--- config.mk ---
export PLATFORM = sky130hd
export DESIGN_NAME = branch_resolver_flat
export DESIGN_NICKNAME = d
export VERILOG_FILES = /design/src/rtl/branch_resolver_if.sv /design/src/rtl/branch_resolver.sv /design/src/flat_wrapper.sv
export SDC_FILE = /design/constraint.sdc
export NUM_CORES = 1
export LEC_CHECK = 0
export ABC_CLOCK_PERIOD_IN_PS = 800
export CAP_MARGIN = 20
export CORE_ASPECT_RATIO = 0.8
export CORE_MARGIN = 2
export CORE_UTILIZATION = 40
export DETAILED_ROUTE_END_ITERATION = 6
export PLACE_DENSITY = 0.73
export SYNTH_ARGS = -nofsm -noshare
export SYNTH_HDL_FRONTEND = slang
export SYNTH_SLANG_ARGS = --single-unit
export TNS_END_PERCENT = 100
--- constraint.sdc ---
create_clock -name clk_i -period 0.8 [get_ports clk_i]
set_input_delay 0.08 -clock clk_i [delete_from_list [all_inputs] [get_ports clk_i]]
set_output_delay 0.08 -clock clk_i [all_outputs]
set_load 0.01 [all_outputs]
--- src/rtl/branch_resolver_if.sv ---
// Branch resolver bus: Fetch prediction, Decode/Execute pipeline control,
// Execute branch result and the predictor-update / redirect outputs.
// The statistics counters exist only when BRANCH_STATS_EN is defined.
interface branch_resolver_if #(
  parameter int IDX_W = 10,
  parameter int CNT_W = 32
);
  logic             pc_src_pred_f_i;
  logic [IDX_W-1:0] pred_idx_f_i;
  logic             stall_d_i;
  logic             flush_d_i;
  logic             flush_e_i;
  logic             branch_e_i;
  logic             branch_taken_e_i;
  logic             pred_update_en_o;
  logic [IDX_W-1:0] pred_update_idx_o;
  logic             pc_src_res_e_o;
  logic             mispredict_e_o;
  logic             redirect_taken_o;
`ifdef BRANCH_STATS_EN
  logic [CNT_W-1:0] branch_cnt_o;
  logic [CNT_W-1:0] mispredict_cnt_o;

  modport master (
    output pc_src_pred_f_i, pred_idx_f_i, stall_d_i, flush_d_i, flush_e_i,
           branch_e_i, branch_taken_e_i,
    input  pred_update_en_o, pred_update_idx_o, pc_src_res_e_o,
           mispredict_e_o, redirect_taken_o, branch_cnt_o, mispredict_cnt_o
  );
  modport slave (
    input  pc_src_pred_f_i, pred_idx_f_i, stall_d_i, flush_d_i, flush_e_i,
           branch_e_i, branch_taken_e_i,
    output pred_update_en_o, pred_update_idx_o, pc_src_res_e_o,
           mispredict_e_o, redirect_taken_o, branch_cnt_o, mispredict_cnt_o
  );
`else
  modport master (
    output pc_src_pred_f_i, pred_idx_f_i, stall_d_i, flush_d_i, flush_e_i,
           branch_e_i, branch_taken_e_i,
    input  pred_update_en_o, pred_update_idx_o, pc_src_res_e_o,
           mispredict_e_o, redirect_taken_o
  );
  modport slave (
    input  pc_src_pred_f_i, pred_idx_f_i, stall_d_i, flush_d_i, flush_e_i,
           branch_e_i, branch_taken_e_i,
    output pred_update_en_o, pred_update_idx_o, pc_src_res_e_o,
           mispredict_e_o, redirect_taken_o
  );
`endif
endinterface

--- src/rtl/branch_resolver.sv ---
// Branch resolver: carries each Fetch-stage direction prediction and its
// predictor index through Decode and Execute, then compares it against the
// resolved direction in Execute to drive predictor update and redirect.
// All outputs are combinational from the Execute tracking register and the
// current Execute inputs.
// Optional feature: define BRANCH_STATS_EN for saturating resolved-branch
// and mispredict counters.
module branch_resolver #(
  parameter int IDX_W = 10,
  parameter int CNT_W = 32
) (
  input logic              clk_i,
  input logic              reset_i,
  branch_resolver_if.slave bus
);

  typedef struct packed {
    logic             valid;
    logic             pred;
    logic [IDX_W-1:0] idx;
  } track_t;

  track_t d_q, e_q;
  logic   upd_en;
  logic   mispred;

  if (IDX_W < 1 || CNT_W < 1) begin : g_bad_cfg
    $error("branch_resolver: IDX_W and CNT_W must be at least 1");
  end

  // Decode tracking: flush wins over stall, stall holds, otherwise load Fetch
  always_ff @(posedge clk_i) begin
    if (reset_i) begin
      d_q <= '0;
    end else if (bus.flush_d_i) begin
      d_q.valid <= 1'b0;
    end else if (!bus.stall_d_i) begin
      d_q <= '{valid: 1'b1, pred: bus.pc_src_pred_f_i, idx: bus.pred_idx_f_i};
    end
  end

  // Execute tracking: flush kills the slot, otherwise follow Decode (bubbles too)
  always_ff @(posedge clk_i) begin
    if (reset_i) begin
      e_q <= '0;
    end else if (bus.flush_e_i) begin
      e_q.valid <= 1'b0;
    end else begin
      e_q <= d_q;
    end
  end

  // Resolution is only meaningful for a live slot holding a conditional branch
  assign upd_en  = e_q.valid & bus.branch_e_i;
  assign mispred = upd_en & (e_q.pred != bus.branch_taken_e_i);

  assign bus.pred_update_en_o  = upd_en;
  assign bus.pred_update_idx_o = e_q.idx;
  assign bus.pc_src_res_e_o    = bus.branch_taken_e_i;
  assign bus.mispredict_e_o    = mispred;
  assign bus.redirect_taken_o  = mispred & bus.branch_taken_e_i;

`ifdef BRANCH_STATS_EN
  logic [CNT_W-1:0] branch_cnt;
  logic [CNT_W-1:0] mispredict_cnt;

  // Saturating statistics counters; they stick at all-ones rather than wrap
  always_ff @(posedge clk_i) begin
    if (reset_i) begin
      branch_cnt     <= '0;
      mispredict_cnt <= '0;
    end else begin
      if (upd_en && (branch_cnt != '1))
        branch_cnt <= branch_cnt + 1'b1;
      if (mispred && (mispredict_cnt != '1))
        mispredict_cnt <= mispredict_cnt + 1'b1;
    end
  end

  assign bus.branch_cnt_o     = branch_cnt;
  assign bus.mispredict_cnt_o = mispredict_cnt;
`endif

endmodule

--- src/flat_wrapper.sv ---
// flat-port wrapper written by rule: the top's interface ports become plain ports
module branch_resolver_flat 
#(
  parameter int IDX_W = 10,
  parameter int CNT_W = 32
)
  (clk_i, reset_i, bus_pc_src_pred_f_i, bus_pred_idx_f_i, bus_stall_d_i, bus_flush_d_i, bus_flush_e_i, bus_branch_e_i, bus_branch_taken_e_i, bus_pred_update_en_o, bus_pred_update_idx_o, bus_pc_src_res_e_o, bus_mispredict_e_o, bus_redirect_taken_o);
  branch_resolver_if #(.IDX_W(IDX_W), .CNT_W(CNT_W)) bus_i ();
  input logic clk_i;
  input logic reset_i;
  input wire logic [$bits(bus_i.pc_src_pred_f_i)-1:0] bus_pc_src_pred_f_i;
  input wire logic [$bits(bus_i.pred_idx_f_i)-1:0] bus_pred_idx_f_i;
  input wire logic [$bits(bus_i.stall_d_i)-1:0] bus_stall_d_i;
  input wire logic [$bits(bus_i.flush_d_i)-1:0] bus_flush_d_i;
  input wire logic [$bits(bus_i.flush_e_i)-1:0] bus_flush_e_i;
  input wire logic [$bits(bus_i.branch_e_i)-1:0] bus_branch_e_i;
  input wire logic [$bits(bus_i.branch_taken_e_i)-1:0] bus_branch_taken_e_i;
  output wire logic [$bits(bus_i.pred_update_en_o)-1:0] bus_pred_update_en_o;
  output wire logic [$bits(bus_i.pred_update_idx_o)-1:0] bus_pred_update_idx_o;
  output wire logic [$bits(bus_i.pc_src_res_e_o)-1:0] bus_pc_src_res_e_o;
  output wire logic [$bits(bus_i.mispredict_e_o)-1:0] bus_mispredict_e_o;
  output wire logic [$bits(bus_i.redirect_taken_o)-1:0] bus_redirect_taken_o;
  assign bus_i.pc_src_pred_f_i = bus_pc_src_pred_f_i;
  assign bus_i.pred_idx_f_i = bus_pred_idx_f_i;
  assign bus_i.stall_d_i = bus_stall_d_i;
  assign bus_i.flush_d_i = bus_flush_d_i;
  assign bus_i.flush_e_i = bus_flush_e_i;
  assign bus_i.branch_e_i = bus_branch_e_i;
  assign bus_i.branch_taken_e_i = bus_branch_taken_e_i;
  assign bus_pred_update_en_o = bus_i.pred_update_en_o;
  assign bus_pred_update_idx_o = bus_i.pred_update_idx_o;
  assign bus_pc_src_res_e_o = bus_i.pc_src_res_e_o;
  assign bus_mispredict_e_o = bus_i.mispredict_e_o;
  assign bus_redirect_taken_o = bus_i.redirect_taken_o;
  branch_resolver #(.IDX_W(IDX_W), .CNT_W(CNT_W)) u_core (.clk_i(clk_i), .reset_i(reset_i), .bus(bus_i));
endmodule
== Word-level counts from Yosys, hierarchy flattened ==
Cells that the tools add are included.
Cells by class
  equality and inequality tests: 1
  bitwise gates (word level): 5
  reduce and logical (&&, ||, !) cells: 3
Operators by type and width (count)
  2-bit OR reduction: 2
  1-bit bitwise AND: 3
  1-bit NOT: 2
  2-bit AND reduction: 1
  1-bit != test: 1
Word-level totals
  register bits after elaboration: 24
  input port bits: 18
  output and inout bits: 14
  logic and storage cells: 15

== Longest topological paths before layout ==
Gate-level depths: netlist of the first run.
  depth in word-level cells: 3
  mapped depth: 3
  depth with buffers taken out: 2

== Worst setup path after synthesis of the first run ==
No wires, ideal clock.
  path type: reg2out
  start: register u_core.e_q[11] (netlist name)
  end: output bus_redirect_taken_o
  data arrival time: 0.690 ns
  required time: 0.720 ns
  setup slack: 0.030 ns
  cell stages (with the launch flop): 3
  path buffers: 0
  path through: dfxtp_1 -> nand2_1 -> nor3b_1
On the way
  word-level cells in the longest chain between the ends: 3
Ends and longest elaborated chain
  from (decl): line branch_resolver.sv:23  | track_t d_q, e_q;
  from (signal assigned): line branch_resolver.sv:49  | e_q <= d_q;
  1-bit bitwise AND: line branch_resolver.sv:54  | assign upd_en = e_q.valid & bus.branch_e_i;
  1-bit bitwise AND: line branch_resolver.sv:55  | assign mispred = upd_en & (e_q.pred != bus.branch_taken_e_i);
  1-bit bitwise AND: line branch_resolver.sv:61  | assign bus.redirect_taken_o = mispred & bus.branch_taken_e_i;
  to (decl): line flat_wrapper.sv:22  | output wire logic [$bits(bus_i.redirect_taken_o)-1:0] bus_redirect_taken_o;
No other way between the ends.

== Worst setup path after layout of the first run ==
  start: register u_core.e_q[10] (netlist name)
  end: output bus_redirect_taken_o
On the way
  word-level cells in the longest chain between the ends: 3
Ends and longest elaborated chain (line)
  1-bit != test: branch_resolver.sv:55
  1-bit bitwise AND: branch_resolver.sv:55
  1-bit bitwise AND: branch_resolver.sv:61
No other way between the ends.

==> results of run 1 <==
state kept, by name (all words and copies together), names as in the netlist:
register	count
u_core.d_q	12
u_core.bus.pred_update_idx_o	10
u_core.e_q	2
what timing repair did:
item                                    CTS  global route
pin swaps                                 3             2
cloned                                    2             1
buffers inserted                          1             0
endpoints found under the setup margin   25            20
hold buffers                              0             0
gates resized for setup                  87             7
power by group:
group          internal (mW)  total, mW  leakage [nW]  switching, mW
registers               1.24       1.26         0.201         0.0219
logic                  0.202      0.332         0.405          0.130
clock network          0.278      0.624        0.0210          0.346
placed cells by master (no fill, tap or decap), types with 4 or more instances in the layout:
cell type / count
buf_6: 14
nor2_1: 12
clkdlybuf4s50_1: 12
dfxtp_2: 12
dfxtp_1: 12
mux2i_1: 11
or3b_1: 10
a21oi_1: 9
o21ai_0: 8
buf_2: 5
buf_4: 4
cell type report:
class | instances | area, um2 | area share, %
tap | 36 | 45.0 | 3.11
multi-input combinational | 61 | 417 | 28.7
clock buffer | 4 | 36.3 | 2.50
timing repair buffer | 43 | 449 | 31.0
sequential | 24 | 495 | 34.2
inverter | 2 | 7.51 | 0.518
synthesized netlist by cell type:
library cell  number  share of area (%)
clkbuf_1           4                1.5
mux2i_1           11                 11
o21ai_1            3                1.5
buf_4             12                9.0
xnor2_1            1               0.87
clkbuf_2           1               0.50
dfxtp_1           24                 48
nor2_1            12                4.5
o21ai_0            8                4.0
nor3b_1            1               0.75
nand2_1            1               0.37
nor3_1             1               0.50
a21oi_1           11                5.5
inv_1              2               0.75
or3b_1            11                9.6
a211oi_1           1               0.75
buf_6              1                1.1
worst max-delay path by stage:
| stage | end | slack (ns) | cells past startpoint |
|---|---|---|---|
| after floorplan | bus_redirect_taken_o | 0.03 | 2 |
| after global placement | bus_redirect_taken_o | -0.63 | 4 |
| after detailed placement | bus_redirect_taken_o | -0.68 | 4 |
| after CTS | bus_redirect_taken_o | -0.35 | 3 |
| after global routing | bus_redirect_taken_o | -0.41 | 3 |
| final | bus_redirect_taken_o | -0.34 | 3 |
worst register-to-register path, stage by stage (launching register included):
cell and delay, ns:
dfxtp_2 0.36, buf_6 0.11, mux2i_1 0.12, nor2_1 0.05
cell families (layout without fill, tap and decap cells):
logic type	Yosys count	after routing
DFF	24	24
and+or+nand+nor	26	26
xor gates and xnor gates	1	1
AOI/OAI and AO/OA	23	23
buffers and inverters	20	49
muxes	11	11
routing by layer:
metal / share of wire [%] / global-route usage (%) / wire, um / vias up
met5: 0 / 0 / 0 / -
met4: 0 / 0 / 0 / 0
met3: 4.2 / 3.98 / 86 / 0
met2: 53 / 26.4 / 1070 / 16
met1: 43 / 16.5 / 867 / 375
li1: - / - / - / 403
==> results_tabular.tex, run 1 <==
\begin{tabular}{lr}
\hline
Metric & Value \\
\hline
\multicolumn{2}{l}{\textbf{Status}} \\
\quad Status & finished, violations left \\
\quad Failing checks & negative setup slack \\
\multicolumn{2}{l}{\textbf{Floorplanning}} \\
\quad Die area & 0.00293 mm2 \\
\quad Effective utilization at floorplan & 41.4\% \\
\quad Standard-cell row count & 16 \\
\quad Area of the core & 0.00242 mm2 \\
\quad Number of top-level pins & 32 \\
\quad Die Y-Extent & 48.8 um \\
\quad Horizontal extent of the die & 60 um \\
\multicolumn{2}{l}{\textbf{Place}} \\
\quad Total placed instance area & 0.00132 mm2 \\
\quad Worst slack after detailed placement & -0.680 ns \\
\quad DP HPWL & 1290 um \\
\quad Last weighted congestion value of the routability-driven placer & 0.620 \\
\quad Number of input and output port buffers inserted & 31 \\
\quad Number of placed instances, taps included & 162 \\
\multicolumn{2}{l}{\textbf{CTS}} \\
\quad Register clock-pin slew on the reported worst setup and hold paths & 0.13 ns \\
\quad Master cell of the clock root buffer & clkbuf\_4 \\
\quad Count of H-tree levels built during CTS & 1 \\
\quad Maximum clock insertion buffer count & 2 \\
\quad Worst skew pair latency & 0.31 ns \\
\quad CTS tree & done \\
\quad Total clock sinks & 24 \\
\quad CTS Buf Count & 3 \\
\multicolumn{2}{l}{\textbf{Critical path}} \\
\quad Register-to-register path setup slack & 0.07 ns \\
\quad List of cells traversed by the critical path & buf\_6 > nor3b\_2 > buf\_2 \\
\quad Crit-path leading delay family & flip-flops \\
\quad Reg2reg start & u\_core.e\_q[10] \\
\quad RR Endpoint & u\_core.e\_q[10] \\
\quad Buffer and inverter count on the worst path & 2 \\
\quad Crit. Startpoint & u\_core.e\_q[10] \\
\quad Critical path start-end classification & reg -> out \\
\quad Type of origin of the critical path & register \\
\quad Delay of the slowest cell on the worst path & 0.36 ns \\
\quad Crit path max-delay cell type & dfxtp\_2 \\
\quad CP max FO & 2 \\
\quad R2R cell count & 3 \\
\quad Critical path required time & 0.72 ns \\
\quad Data arrival at the endpoint of the critical path & 1.06 ns \\
\quad Nature of the critical path endpoint & output pin \\
\multicolumn{2}{l}{\textbf{STA}} \\
\quad Setup violators final & 13 \\
\quad Unrepaired setup endpoints after global routing & true \\
\quad Post-route fraction of the period consumed by the critical path & 142\% \\
\quad F\_max & 878 MHz \\
\quad Final hold slack & 0.196 ns \\
\quad Worst-case headroom to the max-slew limit & 83.6\% \\
\quad Number of pins exceeding their max-slew limit in the final report & 0 \\
\quad Final Critical Period & 1.14 ns \\
\quad Accumulated negative setup slack & -1.17 ns \\
\quad Final Hold Fails & 0 \\
\quad Setup clock skew after layout & 0.00208 ns \\
\quad Minimum setup slack in the final design & -0.339 ns \\
\quad Worst-margin pin slew & 0.246 ns \\
\multicolumn{2}{l}{\textbf{Final layout}} \\
\quad Antenna diode count & 0 \\
\quad Synthesis-to-layout area growth & 44.5\% \\
\quad Summed area of non-filler cells in the final layout & 0.00145 mm2 \\
\quad Filler instances & 212 \\
\quad Layout Nets & 153 \\
\quad Cell Count, Final, Fillers Out & 170 \\
\quad Final Util & 59.9\% \\
\quad Proportion of layout cells with a drive suffix above 1 & 35.8\% \\
\multicolumn{2}{l}{\textbf{Logic synthesis}} \\
\quad Post-synthesis cell count & 105 \\
\quad Average size of a mapped cell & 9.56 um2 \\
\quad Summed instance area of the synthesized netlist & 0.00100 mm2 \\
\quad Compound-gate portion of the synthesized area & 11.7\% \\
\quad Proportion of synthesized chip area in sequential cells & 47.9\% \\
\quad Area fraction in and, or, nand and nor cells after synthesis & 15.7\% \\
\quad Number of distinct library cells after synthesis & 17 \\
\quad Xor and xnor area share after synthesis & 0.873\% \\
\quad Multiplexer area fraction after synthesis & 11.0\% \\
\quad Combinational family with the most area after synthesis & simple AND/OR/NAND/NOR gates \\
\quad Post-synthesis adder-cell area fraction & 0\% \\
\quad Yosys reg bits & 24 \\
\quad Count of synthesis-stage warnings from yosys & 0 \\
\quad Post-synthesis net count & 123 \\
\multicolumn{2}{l}{\textbf{GRT}} \\
\quad GRT overflow & 0 \\
\quad Antenna violations before repair & 0 \\
\quad Largest net degree at the start of global routing & 25 \\
\quad First-pass GRT wire length & 3250 um \\
\quad Tot GR Track Use & 14.1\% \\
\quad Vias in the first global route & 767 \\
\multicolumn{2}{l}{\textbf{Power}} \\
\quad Pwr per Cell Area & 1530 mW/mm2 \\
\quad Total chip power & 2.22 mW \\
\quad IR drop worst, VDD & 1.15 mV \\
\quad Leakage power figure & 0.627 nW \\
\multicolumn{2}{l}{\textbf{Drt}} \\
\quad Total vias in the final route & 794 \\
\quad Antenna violation net count after detailed routing & 0 \\
\quad Initial DRC count & 5 \\
\quad DRT Pass-1 Iters & 3 \\
\quad Final routed wire length divided by cell count & 11.9 um \\
\quad Detailed-route wire length & 2030 um \\
\quad DRC & 0 \\
\quad Vias per Instance & 4.67 \\
\multicolumn{2}{l}{\textbf{Min path}} \\
\quad Type of the tightest min-delay check & in -> reg \\
\quad Endpoint of the worst hold path & u\_core.d\_q[4] \\
\quad Worst hold path startpoint & bus\_pred\_idx\_f\_i[4] \\
\quad Hold Path Depth & 3 \\
\multicolumn{2}{l}{\textbf{Job}} \\
\quad Max-cap viol count & 0 \\
\hline
\end{tabular}
(Power assumes the default switching activity.)
==> run 2: changes to the inputs <==
--- a/config.mk
+++ b/config.mk
@@ -5,12 +5,12 @@
 export SDC_FILE = /design/constraint.sdc
 export NUM_CORES = 1
 export LEC_CHECK = 0
-export ABC_CLOCK_PERIOD_IN_PS = 800
 export CAP_MARGIN = 20
 export CORE_ASPECT_RATIO = 0.8
 export CORE_MARGIN = 2
 export CORE_UTILIZATION = 40
 export DETAILED_ROUTE_END_ITERATION = 6
+export HOLD_SLACK_MARGIN = 0.1
 export PLACE_DENSITY = 0.73
 export SYNTH_ARGS = -nofsm -noshare
 export SYNTH_HDL_FRONTEND = slang
==> results of run 2 <==
No change in the layout: final DEF, timing and power equal those of run 1.
==> run 3: changes to the inputs <==
--- a/config.mk
+++ b/config.mk
@@ -15,4 +15,4 @@
 export SYNTH_ARGS = -nofsm -noshare
 export SYNTH_HDL_FRONTEND = slang
 export SYNTH_SLANG_ARGS = --single-unit
-export TNS_END_PERCENT = 100
+export TNS_END_PERCENT = 5
==> results_tabular.tex, run 3 (synthesized netlist as in run 1, its figures left out) <==
\begin{tabular}{lr}
\hline
Metric & Value \\
\hline
\multicolumn{2}{l}{\textbf{Job}} \\
\quad Max-cap viol count & 0 (unchanged) \\
\multicolumn{2}{l}{\textbf{Power}} \\
\quad Net switching power of the design & 0.486 mW (-2.2\%) \\
\quad Total chip power & 2.20 mW (-0.71\%) \\
\quad Fraction of power spent switching nets & 22.1\% (-0.34 points) \\
\quad IR drop worst, VDD & 1.18 mV (+2.3\%) \\
\quad Int Pwr & 1.71 mW (-0.27\%) \\
\quad Share of total power in the clock network & 28.0\% (about the same) \\
\quad Pwr per Cell Area & 1530 mW/mm2 (+0.41\%) \\
\quad Combinational share of power & 14.7\% (-0.3 points) \\
\quad Sequential group share of total power & 57.3\% (+0.4 points) \\
\quad Leakage power figure & 0.606 nW (-3.4\%) \\
\multicolumn{2}{l}{\textbf{Drt}} \\
\quad Antenna violation net count after detailed routing & 0 (unchanged) \\
\quad Total vias in the final route & 792 (-0.25\%) \\
\quad DRT Pass-1 Iters & 2 (-1) \\
\quad DRC & 0 (unchanged) \\
\quad Initial DRC count & 5 (unchanged) \\
\quad Detailed-route wire length & 1830 um (-10\%) \\
\quad Vias per Instance & 4.74 (+1.5\%) \\
\quad Final routed wire length divided by cell count & 10.9 um (-8.3\%) \\
\multicolumn{2}{l}{\textbf{Floorplanning}} \\
\quad Standard-cell row count & 16 (unchanged) \\
\quad Horizontal extent of the die & 60 um (unchanged) \\
\quad Number of top-level pins & 32 (unchanged) \\
\quad Die area & 0.00293 mm2 (unchanged) \\
\quad Area of the core & 0.00242 mm2 (unchanged) \\
\quad Die Y-Extent & 48.8 um (unchanged) \\
\quad Effective utilization at floorplan & 41.4\% (unchanged) \\
\multicolumn{2}{l}{\textbf{CTS}} \\
\quad Master cell of the clock root buffer & clkbuf\_4 \\
\quad Maximum clock insertion buffer count & 2 (unchanged) \\
\quad Register clock-pin slew on the reported worst setup and hold paths & 0.12 ns (about the same) \\
\quad CTS tree & done \\
\quad Count of H-tree levels built during CTS & 1 (unchanged) \\
\quad Total clock sinks & 24 (unchanged) \\
\quad Worst skew pair latency & 0.30 ns (about the same) \\
\quad Hold bufs inserted after CTS & 0 (unchanged) \\
\quad CTS Buf Count & 3 (unchanged) \\
\multicolumn{2}{l}{\textbf{STA}} \\
\quad Unrepaired setup endpoints after global routing & true \\
\quad Number of pins exceeding their max-slew limit in the final report & 0 (unchanged) \\
\quad Worst-case headroom to the max-slew limit & 85.4\% (+1.8 points) \\
\quad Accumulated negative setup slack & -2.36 ns (-1.19 ns) \\
\quad Final hold slack & 0.148 ns (-0.0480 ns) \\
\quad Setup violators final & 24 (+11) \\
\quad F\_max & 870 MHz (-0.92\%) \\
\quad Minimum setup slack in the final design & -0.349 ns (-0.0106 ns) \\
\quad Final Hold Fails & 0 (unchanged) \\
\quad Worst-margin pin slew & 0.217 ns (-0.0287 ns) \\
\quad Final Critical Period & 1.15 ns (+0.0106 ns) \\
\quad Post-route fraction of the period consumed by the critical path & 144\% (+1.3 points) \\
\quad Setup clock skew after layout & 0.00311 ns (+0.00103 ns) \\
\multicolumn{2}{l}{\textbf{Status}} \\
\quad Status & finished, violations left \\
\quad Failing checks & negative setup slack \\
\multicolumn{2}{l}{\textbf{GRT}} \\
\quad First-pass GRT wire length & 3060 um (-5.9\%) \\
\quad Largest net degree at the start of global routing & 25 (unchanged) \\
\quad Vias in the first global route & 733 (-4.4\%) \\
\quad GRT overflow & 0 (unchanged) \\
\quad Antenna violations before repair & 0 (unchanged) \\
\quad Tot GR Track Use & 13.1\% (-0.92 points) \\
\multicolumn{2}{l}{\textbf{Final layout}} \\
\quad Layout Nets & 150 (-2.0\%) \\
\quad Register with the highest flop count & u\_core.d\_q \\
\quad Filler instances & 213 (+0.47\%) \\
\quad Flip-flop count of the largest register, all copies and words added & 12 (unchanged) \\
\quad Proportion of layout cells with a drive suffix above 1 & 38.2\% (+2.3 points) \\
\quad Antenna diode count & 0 (unchanged) \\
\quad Most frequent cells in the layout & 14 x clkdlybuf4s50\_1, 14 x buf\_6, 12 x nor2\_1, 12 x dfxtp\_2, 12 x dfxtp\_1 \\
\quad Summed area of non-filler cells in the final layout & 0.00143 mm2 (-1.1\%) \\
\quad Synthesis-to-layout area growth & 42.9\% \\
\multicolumn{2}{l}{\textbf{Place}} \\
\quad Last weighted congestion value of the routability-driven placer & 0.620 (unchanged) \\
\quad Number of input and output port buffers inserted & 31 (unchanged) \\
\quad Total placed instance area & 0.00132 mm2 (unchanged) \\
\quad DP HPWL & 1290 um (unchanged) \\
\multicolumn{2}{l}{\textbf{Critical path}} \\
\quad CP max FO & 2 (unchanged) \\
\quad Data arrival at the endpoint of the critical path & 1.07 ns (about the same) \\
\quad Register-to-register path setup slack & 0.07 ns (about the same) \\
\quad Destination of the critical timing path & bus\_redirect\_taken\_o \\
\quad Critical path start-end classification & reg -> out \\
\quad Crit. Startpoint & u\_core.e\_q[10] \\
\quad R2R cell count & 3 (unchanged) \\
\quad RR Endpoint & u\_core.e\_q[10] \\
\quad Nature of the critical path endpoint & output pin \\
\quad Critical path required time & 0.72 ns (about the same) \\
\quad Type of origin of the critical path & register \\
\quad Reg2reg start & u\_core.e\_q[10] \\
\multicolumn{2}{l}{\textbf{Min path}} \\
\quad Type of the tightest min-delay check & in -> reg \\
\hline
\end{tabular}
-- run 3: changes by cell type in the layout (fill, tap and decap cells not counted) --
cell | previous run | this run
a21oi_1 | 9 | 6
a21oi_2 | 2 | 5
buf_2 | 5 | 3
clkbuf_16 | 1 | 0
clkdlybuf4s50_1 | 12 | 14
dlygate4sd2_1 | 3 | 1
o21ai_0 | 8 | 7
o21ai_1 | 3 | 4
or3b_1 | 10 | 8
or3b_4 | 1 | 3
-- run 3: final cells by class --
type                    count  area (um2)  share of cell area, %
inverters                   2        7.51                  0.524
multi-input cells          61         433                   30.2
well taps                  36        45.0                   3.14
flip-flops and latches     24         495                   34.6
repair buffers             40         417                   29.1
clock buffers               4        36.3                   2.53
-- run 3: worst min-delay path by stage --
| stage | startpoint | endpoint | cells after the start |
|---|---|---|---|
| floorplan | reset_i | u_core.d_q[0] | 1 |
| global placement | u_core.d_q[11] | u_core.e_q[11] | 2 |
| detailed placement | u_core.d_q[11] | u_core.e_q[11] | 2 |
| CTS | bus_pred_idx_f_i[7] | u_core.d_q[7] | 3 |
| global route | bus_flush_e_i | u_core.e_q[11] | 3 |
| finish | bus_flush_e_i | u_core.e_q[11] | 3 |
-- run 3: repair_timing --
item                                    in CTS  in global routing
pin swaps                                    2                  1
endpoints found under the setup margin      25                 31
setup buffers                                1                  0
gates resized for setup                     84                 14
-- run 3: power by group through the flow --
stage                     Sequential [mW]  Combinational (mW)  Clock [mW]
after CTS                            1.26               0.310       0.636
after global routing                 1.27               0.351       0.689
after global placement               1.28               0.298           0
final                                1.26               0.324       0.616
after floorplan                      1.28               0.150           0
after detailed placement             1.28               0.304           0
-- run 3: per-layer routing --
metal  vias up  track usage [%]  wire length, um
met5         -                0                0
met4         0                0                0
met3         0             3.98               94
met2        17             24.5              971
met1       375             15.5              759
li1        400                -                -
-- run 3: stage by stage --
| step | std cells | worst slack [ns] | util [%] |
|---|---|---|---|
| 6_report | 167 | -0.349 | 59.2 |
| 5_1_grt | 167 | -0.429 | 59.2 |
| 4_1_cts | 167 | -0.368 | 57.4 |
| 3_5_place_dp | 162 | -0.680 | 54.6 |
| 3_3_place_gp | 162 | -0.627 | 54.6 |
| 2_1_floorplan | 105 | 0.0296 | - |
-- run 3: critical path, stage by stage, from the launching register on --
cell and delay [ns]:
dfxtp_2 0.35, buf_6 0.11, nor3b_2 0.15, buf_2 0.15
